--- src/rtl/multiword_add_seq_pkg.sv ---
// Shared types and defaults for the sliced multi-word adder.
package multiword_add_pkg;
    typedef enum logic [1:0] {IDLE, RUN, DONE} mwa_state_e;

    localparam int DEF_N     = 4;
    localparam int DEF_WORDS = 4;

    // Slice index needs at least one bit even when WORDS == 1.
    function automatic int idx_width(input int words);
        return (words > 1) ? $clog2(words) : 1;
    endfunction
endpackage

--- src/rtl/multiword_add_seq_if.sv ---
// Operand/result handshake bundle between producer, adder and consumer.
interface multiword_add_seq_if
    import multiword_add_pkg::*;
    #(parameter int N = DEF_N, parameter int WORDS = DEF_WORDS);
    localparam int W = N * WORDS;

    logic         in_valid;
    logic         in_ready;
    logic [W-1:0] a;
    logic [W-1:0] b;
    logic         out_valid;
    logic         out_ready;
    logic [W-1:0] sum;
    logic         carry_out;
    logic         busy;

    modport master (output in_valid, a, b, out_ready,
                    input  in_ready, out_valid, sum, carry_out, busy);
    modport slave  (input  in_valid, a, b, out_ready,
                    output in_ready, out_valid, sum, carry_out, busy);
endinterface

--- src/rtl/multiword_add_seq_add_slice.sv ---
// Combinational N-bit ripple adder with carry-in; one instance is time-shared.
module add_slice #(
    parameter int N = 4
) (
    input  logic [N-1:0] i_a,
    input  logic [N-1:0] i_b,
    input  logic         i_cin,
    output logic [N-1:0] o_sum,
    output logic         o_cout
);
    logic [N:0] w_c;

    always_comb begin
        w_c    = '0;
        o_sum  = '0;
        w_c[0] = i_cin;
        for (int i = 0; i < N; i++) begin
            o_sum[i]  = i_a[i] ^ i_b[i] ^ w_c[i];
            w_c[i+1]  = (i_a[i] & i_b[i]) | (w_c[i] & (i_a[i] ^ i_b[i]));
        end
        o_cout = w_c[N];
    end
endmodule

--- src/rtl/multiword_add_seq.sv ---
// Adds two N*WORDS-bit operands one N-bit slice per cycle, carry chained through r_cy.
module multiword_add_seq
    import multiword_add_pkg::*;
#(
    parameter int N     = DEF_N,
    parameter int WORDS = DEF_WORDS
) (
    input  logic               clk,
    input  logic               rst,
    multiword_add_seq_if.slave bus
);
    localparam int W    = N * WORDS;
    localparam int IDXW = idx_width(WORDS);

    mwa_state_e      r_state, w_next;
    logic [W-1:0]    r_a, r_b, r_sum;
    logic [IDXW-1:0] r_idx;
    logic            r_cy, r_co;
    logic [N-1:0]    w_sa, w_sb, w_s;
    logic            w_c, w_last;

    assign w_sa   = r_a[int'(r_idx)*N +: N];
    assign w_sb   = r_b[int'(r_idx)*N +: N];
    assign w_last = (r_idx == IDXW'(WORDS - 1));

    add_slice #(.N(N)) u_slice (
        .i_a    (w_sa),
        .i_b    (w_sb),
        .i_cin  (r_cy),
        .o_sum  (w_s),
        .o_cout (w_c)
    );

    always_ff @(posedge clk) begin
        if (rst) r_state <= IDLE;
        else     r_state <= w_next;
    end

    always_comb begin
        w_next = r_state;
        case (r_state)
            IDLE:    if (bus.in_valid)  w_next = RUN;
            RUN:     if (w_last)        w_next = DONE;
            DONE:    if (bus.out_ready) w_next = IDLE;
            default:                    w_next = IDLE;
        endcase
    end

    always_comb begin
        bus.in_ready  = 1'b0;
        bus.out_valid = 1'b0;
        bus.busy      = 1'b0;
        case (r_state)
            IDLE:    bus.in_ready = 1'b1;
            RUN:     bus.busy     = 1'b1;
            DONE: begin
                bus.out_valid = 1'b1;
                bus.busy      = 1'b1;
            end
            default: ;
        endcase
    end

    // Operands are only sampled on the accept edge; sum is overwritten slice by slice.
    always_ff @(posedge clk) begin
        if (rst) begin
            r_a   <= '0;
            r_b   <= '0;
            r_sum <= '0;
            r_idx <= '0;
            r_cy  <= 1'b0;
            r_co  <= 1'b0;
        end else begin
            case (r_state)
                IDLE: if (bus.in_valid) begin
                    r_a   <= bus.a;
                    r_b   <= bus.b;
                    r_idx <= '0;
                    r_cy  <= 1'b0;
                end
                RUN: begin
                    r_sum[int'(r_idx)*N +: N] <= w_s;
                    r_cy  <= w_c;
                    r_idx <= r_idx + 1'b1;
                    if (w_last) r_co <= w_c;
                end
                default: ;
            endcase
        end
    end

    assign bus.sum       = r_sum;
    assign bus.carry_out = r_co;
endmodule
--- src/flat_wrapper.sv ---
// flat-port wrapper written by rule: the top's interface ports become plain ports
module multiword_add_seq_flat import multiword_add_pkg::*;
#(
    parameter int N     = DEF_N,
    parameter int WORDS = DEF_WORDS
)
  (clk, rst, bus_in_valid, bus_a, bus_b, bus_out_ready, bus_in_ready, bus_out_valid, bus_sum, bus_carry_out, bus_busy);
  multiword_add_seq_if #(.N(N), .WORDS(WORDS)) bus_i ();
  input  logic clk;
  input  logic rst;
  input wire logic [$bits(bus_i.in_valid)-1:0] bus_in_valid;
  input wire logic [$bits(bus_i.a)-1:0] bus_a;
  input wire logic [$bits(bus_i.b)-1:0] bus_b;
  input wire logic [$bits(bus_i.out_ready)-1:0] bus_out_ready;
  output wire logic [$bits(bus_i.in_ready)-1:0] bus_in_ready;
  output wire logic [$bits(bus_i.out_valid)-1:0] bus_out_valid;
  output wire logic [$bits(bus_i.sum)-1:0] bus_sum;
  output wire logic [$bits(bus_i.carry_out)-1:0] bus_carry_out;
  output wire logic [$bits(bus_i.busy)-1:0] bus_busy;
  assign bus_i.in_valid = bus_in_valid;
  assign bus_i.a = bus_a;
  assign bus_i.b = bus_b;
  assign bus_i.out_ready = bus_out_ready;
  assign bus_in_ready = bus_i.in_ready;
  assign bus_out_valid = bus_i.out_valid;
  assign bus_sum = bus_i.sum;
  assign bus_carry_out = bus_i.carry_out;
  assign bus_busy = bus_i.busy;
  multiword_add_seq #(.N(N), .WORDS(WORDS)) u_core (.clk(clk), .rst(rst), .bus(bus_i));
endmodule
--- config.mk ---
export PLATFORM = sky130hd
export DESIGN_NAME = multiword_add_seq_flat
export DESIGN_NICKNAME = d
export VERILOG_FILES = /design/src/rtl/multiword_add_seq_pkg.sv /design/src/rtl/multiword_add_seq_if.sv /design/src/rtl/multiword_add_seq_add_slice.sv /design/src/rtl/multiword_add_seq.sv /design/src/flat_wrapper.sv
export SDC_FILE = /design/constraint.sdc
export NUM_CORES = 1
export LEC_CHECK = 0
export ABC_CLOCK_PERIOD_IN_PS = 3200
export BUFFER_PORTS_ARGS = -buffer_cell sky130_fd_sc_hd__buf_2
export CORE_MARGIN = 2
export CORE_UTILIZATION = 48
export DETAILED_ROUTE_END_ITERATION = 6
export PLACE_DENSITY_LB_ADDON = 0.3
export SYNTH_ARGS = -nofsm -noshare
export SYNTH_HDL_FRONTEND = slang
export SYNTH_HIERARCHICAL = 1
export SYNTH_SLANG_ARGS = --single-unit
--- constraint.sdc ---
create_clock -name clk -period 3.2 [get_ports clk]
set_clock_uncertainty 0.2 [all_clocks]
set_input_delay 0.32 -clock clk [delete_from_list [all_inputs] [get_ports clk]]
set_output_delay 0.32 -clock clk [all_outputs]
set_load 0.01 [all_outputs]
==> flow_summary_export.csv, run 1 <==
group,metric,value,unit
placed_design,port_buffers,55,
setup_path,critPathTopFamily,"adder cells",
synth,synth_seq_area_share,43.40,%
synth,yosysWarnings,6,
clocking,cts_tree,"done",
final_layout,fillers,475,
final_layout,fin_area,2884,um^2
status,outcome,"completed",
sta,tightest_slew,1.003,ns
floorplanning,rows,26,
synth,yosys-top-cells-area,"dfxtp_1 (43%), nand2_1 (12%), mux4_2 (7.2%), a21oi_1 (7.0%), ha_1 (4.0%)",
grt,grt_max_degree,39,
setup_path,worstSetupEndpointType,"flip-flop",
setup_path,required,3.24,ns
clocking,numCtsBuffers,5,
synth,async_reset_ff_share,0,%
setup_path,path_cells,"mux4_2 > fa_2 > inv_1 > fa_2 > inv_1 > fa_1 > inv_1 > fa_1 > inv_2 > nand4b_1 > a21oi_1",
synth,synth_seq_cells,54,
sta,period_minus_slack,3.076,ns
final_layout,area_growth,15.77,%
routing,drt_iter0_markers,69,
routing,drc_errors,0,
synth,syn-cell-area,2491,um^2
setup_path,arrival,3.11,ns
pwr,power.leakage,1.195,nW
setup_path,timing.rr.end,"u_core/bus.sum[15]$_SDFFE_PP0P_",
synth,synth_most_common_cell,"nand2_1",
routing,dr.pass1.iters,4,
clocking,cts-root-buf,"clkbuf_8",
setup_path,reg2regPathDepth,11,
clocking,clock_latency,0.31,ns
floorplanning,die_x,76.04,um
final_layout,regArea,1085,um^2
clocking,clkTransAtPathRegs,0.10,ns
setup_path,worstSetupStartpoint,"u_core/r_idx[0]$_SDFFE_PP0P_",
sta,slew_violations,0,
final_layout,stdcell_count,396,
clocking,cts.sinks,54,
setup_path,worstPathMaxFanout,5,
setup_path,cp_num_cells,11,
run,maxCapViolations,0,
floorplanning,start_util,49.40,%
grt,grt_pass1_wl,8749,um
setup_path,critical-path-max-stage-delay,0.53,ns
sta,slew_headroom,32.99,%
synth,synth_edf_count,0,
setup_path,r2r_setup_slack,0.12,ns
synth,syn-instance-count,273,
clocking,postCtsHoldBufs,0,
floorplanning,ios,56,
grt,grt_pass1_vias,1933,
routing,antenna_left,0,
pwr,p_per_area,635.9,nW/um^2
clocking,h-tree-depth,2,
routing,drt-total-wl,5061,um
placed_design,placed_area,2773,um^2
synth,synth_largest_area_cell,"dfxtp_1",
floorplanning,coreArea,5042,um^2
setup_path,cp-endpoint,"u_core/bus.sum[15]$_SDFFE_PP0P_",
min_path,holdCritPathClass,"input port to flip-flop",
placed_design,hpwl,3664,um
sta,hold_viol_final,0,
synth,synthFlopType,"dfxtp_1",
setup_path,r2r_start,"u_core/r_idx[0]$_SDFFE_PP0P_",
setup_path,path_class,"flip-flop to flip-flop",
clocking,clockBufferDepth,2,
sta,fin_setup_tns,0,ns
sta,finalCritPeriodShare,96.11,%
final_layout,nNetsFinal,373,
setup_path,cp_common_cell,"inv_1",
routing,drt-wirelength-per-cell,12.78,um
floorplanning,die_y,76.04,um
setup_path,path_buf_inv,4,
routing,vias,2010,
final_layout,antenna_cells,0,
setup_path,crit_slowest_cell,"mux4_2",
sta,rsz0062_at_grt,"no",
pwr,peakVddDrop,0.3290,mV
synth,avgSynthCellArea,9.125,um^2
placed_design,place_congestion,0.7462,
routing,routed_via_density,5.076,
floorplanning,die_area,5782,um^2
synth,synth_nets,321,
grt,antenna_found_initial,0,
sta,fmax,325.1,MHz
setup_path,startpoint_type,"flip-flop",
grt,grt_overflow,0,
synth,ys_types,27,
final_layout,drive_gt1_share,28.22,%
grt,grtUsageTotal,18.62,%
final_layout,multi_input_area,1236,um^2
synth,ys_top_cells_by_count,"nand2_1 (79), dfxtp_1 (54), a21oi_1 (35), inv_1 (14), nor2_1 (11)",
synth,synth_top_area_share,43.40,%
placed_design,dp.cells,387,
sta,setup_violations,0,
## metrics by stage
| step | worst slack (ns) | utilization (%) | power, W | hold WS [ns] |
|---|---|---|---|---|
| finish | 0.1244 | 57.20 | 0.001834 | 0.03169 |
| global route | 0.006604 | 57.20 | 0.001965 | 0.02946 |
| CTS | 0.04944 | 56.90 | 0.001847 | 0.02281 |
| detailed placement | 0.01494 | 54.99 | 0.001453 | 0.2444 |
| global placement | 0.1043 | 54.99 | 0.001440 | 0.2360 |
| floorplan | 0.06901 | - | 0.001347 | 0.2331 |
## area by class of cell
class	instances	area share, %
multi-input cells	188	42.86
flip-flops and latches	54	37.61
clock inverters	3	0.9111
repair buffers	62	11.37
well taps	70	3.037
clock buffers	5	2.386
inverters	14	1.822
## kinds of logic after synthesis
kind of cell	share of synthesized area, %
buffers and inverters	7.182
and+or+nand+nor	20.64
adders and majority gates	7.233
AOI/OAI and AO/OA	13.91
DFF	43.40
muxes	7.634
## registers in the layout, indices dropped and copies added, names as in the netlist
signal / count
u_core/bus.sum: 16
u_core/r_a: 16
u_core/r_b: 16
u_core/r_idx: 2
u_core/r_state: 2
u_core/bus.carry_out: 1
u_core/r_cy: 1
## how the worst min path moves through the flow
stage	cells after the start	start	endpoint
after CTS	3	bus_a[3]	u_core/r_a[3]$_SDFFE_PP0P_
after global routing	3	bus_b[7]	u_core/r_b[7]$_SDFFE_PP0P_
final	3	bus_b[11]	u_core/r_b[11]$_SDFFE_PP0P_
after detailed placement	2	u_core/bus.sum[13]$_SDFFE_PP0P_	u_core/bus.sum[13]$_SDFFE_PP0P_
after floorplan	2	u_core/r_a[10]$_SDFFE_PP0P_	u_core/r_a[10]$_SDFFE_PP0P_
after global placement	2	u_core/bus.sum[13]$_SDFFE_PP0P_	u_core/bus.sum[13]$_SDFFE_PP0P_
## tightest hold or removal path, delay by kind of cell
kind / cells / cell delay (ns)
AO/OA/AOI/OAI: 1 / 0.05
buffers and inverters: 1 / 0.09
AND/OR/NAND/NOR: 1 / 0.04
## report_power, final
part	switching [W]	total (W)	internal, W
Clock	0.000229	0.000388	0.000158
Sequential	0.0000469	0.000805	0.000758
Combinational	0.000387	0.000641	0.000254
Total	0.000663	0.00183	0.00117
## cells in the final DEF (no fill, tap or decap)
cell type and instances:
buf_4 7, nand2b_1 3, and3b_1 1, mux4_2 8, fa_1 2, inv_1 13, mux2i_1 1, nor2b_1 2
clkinv_4 3, and2_1 3, nand4b_1 4, nand2_1 79, o31ai_2 2, and4bb_2 1, a21oi_2 6, a22oi_1 2
clkbuf_8 5, fa_2 2, a32oi_1 9, and2b_1 1, dfxtp_1 53, inv_2 1, ha_1 8, nand4_1 6
a21oi_1 35, buf_2 55, dfxtp_4 1, and3_1 1, nor2_1 11, nor3b_4 1
## timing repair
action,4_1_cts,5_1_grt
resized for setup,1,4
endpoints found under the setup margin,2,4
buffers inserted,0,1
pin swaps,0,2
## routing by layer
metal / GRT usage (%) / part of all wire (%) / wire, um
met1: 22.94 / 45 / 2292
met2: 31.16 / 48 / 2434
met3: 5.450 / 4.9 / 246
met5: 0 / 0 / 0
met4: 6.727 / 1.7 / 87
Power figures use the tool's default switching activity.
==> inputs of run 2 (changes only) <==
--- a/config.mk
+++ b/config.mk
@@ -5,10 +5,10 @@
 export SDC_FILE = /design/constraint.sdc
 export NUM_CORES = 1
 export LEC_CHECK = 0
-export ABC_CLOCK_PERIOD_IN_PS = 3200
+export ABC_CLOCK_PERIOD_IN_PS = 3700
 export BUFFER_PORTS_ARGS = -buffer_cell sky130_fd_sc_hd__buf_2
 export CORE_MARGIN = 2
-export CORE_UTILIZATION = 48
+export CORE_UTILIZATION = 55
 export DETAILED_ROUTE_END_ITERATION = 6
 export PLACE_DENSITY_LB_ADDON = 0.3
 export SYNTH_ARGS = -nofsm -noshare
==> constraint.sdc (replaced) <==
create_clock -name clk -period 3.7 [get_ports clk]
set_clock_uncertainty 0.2 [all_clocks]
set_input_delay 0.37 -clock clk [delete_from_list [all_inputs] [get_ports clk]]
set_output_delay 0.37 -clock clk [all_outputs]
set_load 0.01 [all_outputs]
==> flow_summary_export.csv, run 2 (same netlist as run 1, synthesis figures left out) <==
group,metric,value,unit
floorplanning,coreArea,4354,um^2
setup_path,worstPathMaxFanout,6,
clocking,cts.sinks,54,
sta,tightest_slew,1.064,ns
min_path,holdCritPathClass,"input port to flip-flop",
clocking,clock_latency,0.30,ns
setup_path,required,3.73,ns
sta,fin_setup_tns,0,ns
floorplanning,start_util,57.21,%
sta,period_minus_slack,3.368,ns
clocking,clkTransAtPathRegs,0.09,ns
clocking,post_cts_resize_count,0,
routing,dr.pass1.iters,5,
placed_design,port_buffers,55,
routing,vias,2029,
setup_path,startpoint_type,"flip-flop",
grt,antenna_found_initial,0,
clocking,cts_setup_buffers,0,
routing,drc_errors,0,
floorplanning,die_x,71.30,um
routing,routed_via_density,5.440,
setup_path,path_class,"flip-flop to flip-flop",
pwr,power.leakage,1.172,nW
status,outcome,"completed",
clocking,clockBufferDepth,2,
floorplanning,die_y,71.30,um
sta,slew_headroom,29.03,%
routing,antenna_left,0,
clocking,cts-root-buf,"clkbuf_8",
run,maxCapViolations,0,
clocking,cts_tree,"done",
final_layout,layout_commonest_cell,"nand2_1",
floorplanning,die_area,5084,um^2
placed_design,hpwl,3628,um
sta,slew_violations,0,
pwr,power,0.001570,W
sta,setup_violations,0,
floorplanning,ios,56,
sta,hold_slack,0.09408,ns
routing,drt-wirelength-per-cell,13.82,um
sta,finalCritPeriodShare,91.03,%
placed_design,place_congestion,0.7839,
clocking,h-tree-depth,2,
final_layout,area_growth,12.86,%
final_layout,utilization,64.57,%
sta,fmax,296.9,MHz
grt,grt_pass1_wl,8521,um
pwr,peakVddDrop,0.2711,mV
grt,grt_max_degree,57,
sta,hold_viol_final,0,
sta,rsz0062_at_grt,"no",
grt,grt_util_met3,4.360,%
grt,grtUsageTotal,20.78,%
grt,grt_pass1_vias,1900,
final_layout,final_cell_mix,"nand2_1 (79), buf_2 (55), dfxtp_1 (54)",
grt,grt_use_met2,35.29,%
final_layout,antenna_cells,0,
grt,busiest_layer,"met2",
floorplanning,rows,24,
final_layout,drive_gt1_share,25.55,%
routing,drt-total-wl,5154,um
routing,drt_iter0_markers,195,
clocking,numCtsBuffers,5,
grt,grt_overflow,0,
pwr,p_per_area,558.6,nW/um^2
clocking,postCtsHoldBufs,0,
setup_path,worstSetupEndpointType,"flip-flop",
grt,grtUsageMet1,26.91,%
final_layout,fillers,383,
final_layout,nNetsFinal,368,
setup_path,arrival,3.40,ns
-- run 2: final cells by class --
type	instances	area, um^2	share of cell area, %
Clock inverter	1	5.005	0.1780
Inverter	14	52.55	1.869
Timing Repair Buffer	57	290.3	10.32
Clock buffer	7	86.33	3.071
Tap cell	52	65.06	2.314
Multi-Input combinational cell	188	1231	43.79
Sequential cell	54	1081	38.45
-- run 2: metrics by stage --
| stage | area [um^2] | setup WS, ns | cells |
|---|---|---|---|
| 2_1_floorplan | 2491 | 0.5690 | 273 |
| 4_1_cts | 2811 | 0.3046 | 373 |
| 3_3_place_gp | 2720 | 0.4783 | 365 |
| 6_report | 2811 | 0.3317 | 373 |
| 3_5_place_dp | 2720 | 0.3329 | 365 |
| 5_1_grt | 2811 | 0.1419 | 373 |
-- run 2: report_power, final --
group / internal (W) / total, W / switching, W
Combinational: 0.000204 / 0.000534 / 0.000330
Sequential: 0.000655 / 0.000702 / 0.0000468
Clock: 0.000151 / 0.000335 / 0.000184
Total: 0.00101 / 0.00157 / 0.000560
-- run 2: metal layers --
layer | routed length [um] | part of all wire [%]
met3 | 202 | 3.9
met5 | 0 | 0
met2 | 2551 | 49
met1 | 2333 | 45
met4 | 68 | 1.3
-- run 2: critical path, cell delays in order, from the launching register on --
cell	delay, ns
dfxtp_1	0.53
mux4_2	0.57
fa_1	0.44
inv_1	0.08
fa_1	0.16
inv_1	0.05
fa_1	0.35
inv_1	0.08
fa_1	0.40
inv_1	0.15
nand4_1	0.13
a21oi_1	0.16
-- run 2: worst paths after layout --
| path | from | endpoint | slack [ns] | cells after the start |
|---|---|---|---|---|
| setup / recovery | u_core/r_idx[0]$_SDFFE_PP0P_ | u_core/bus.sum[7]$_SDFFE_PP0P_ | 0.33 | 11 |
| hold / removal | bus_b[9] | u_core/r_b[9]$_SDFFE_PP0P_ | 0.09 | 3 |
| setup reg to reg | u_core/r_idx[0]$_SDFFE_PP0P_ | u_core/bus.sum[7]$_SDFFE_PP0P_ | 0.33 | 11 |
| hold reg to reg | u_core/bus.sum[12]$_SDFFE_PP0P_ | u_core/bus.sum[12]$_SDFFE_PP0P_ | 0.25 | 2 |
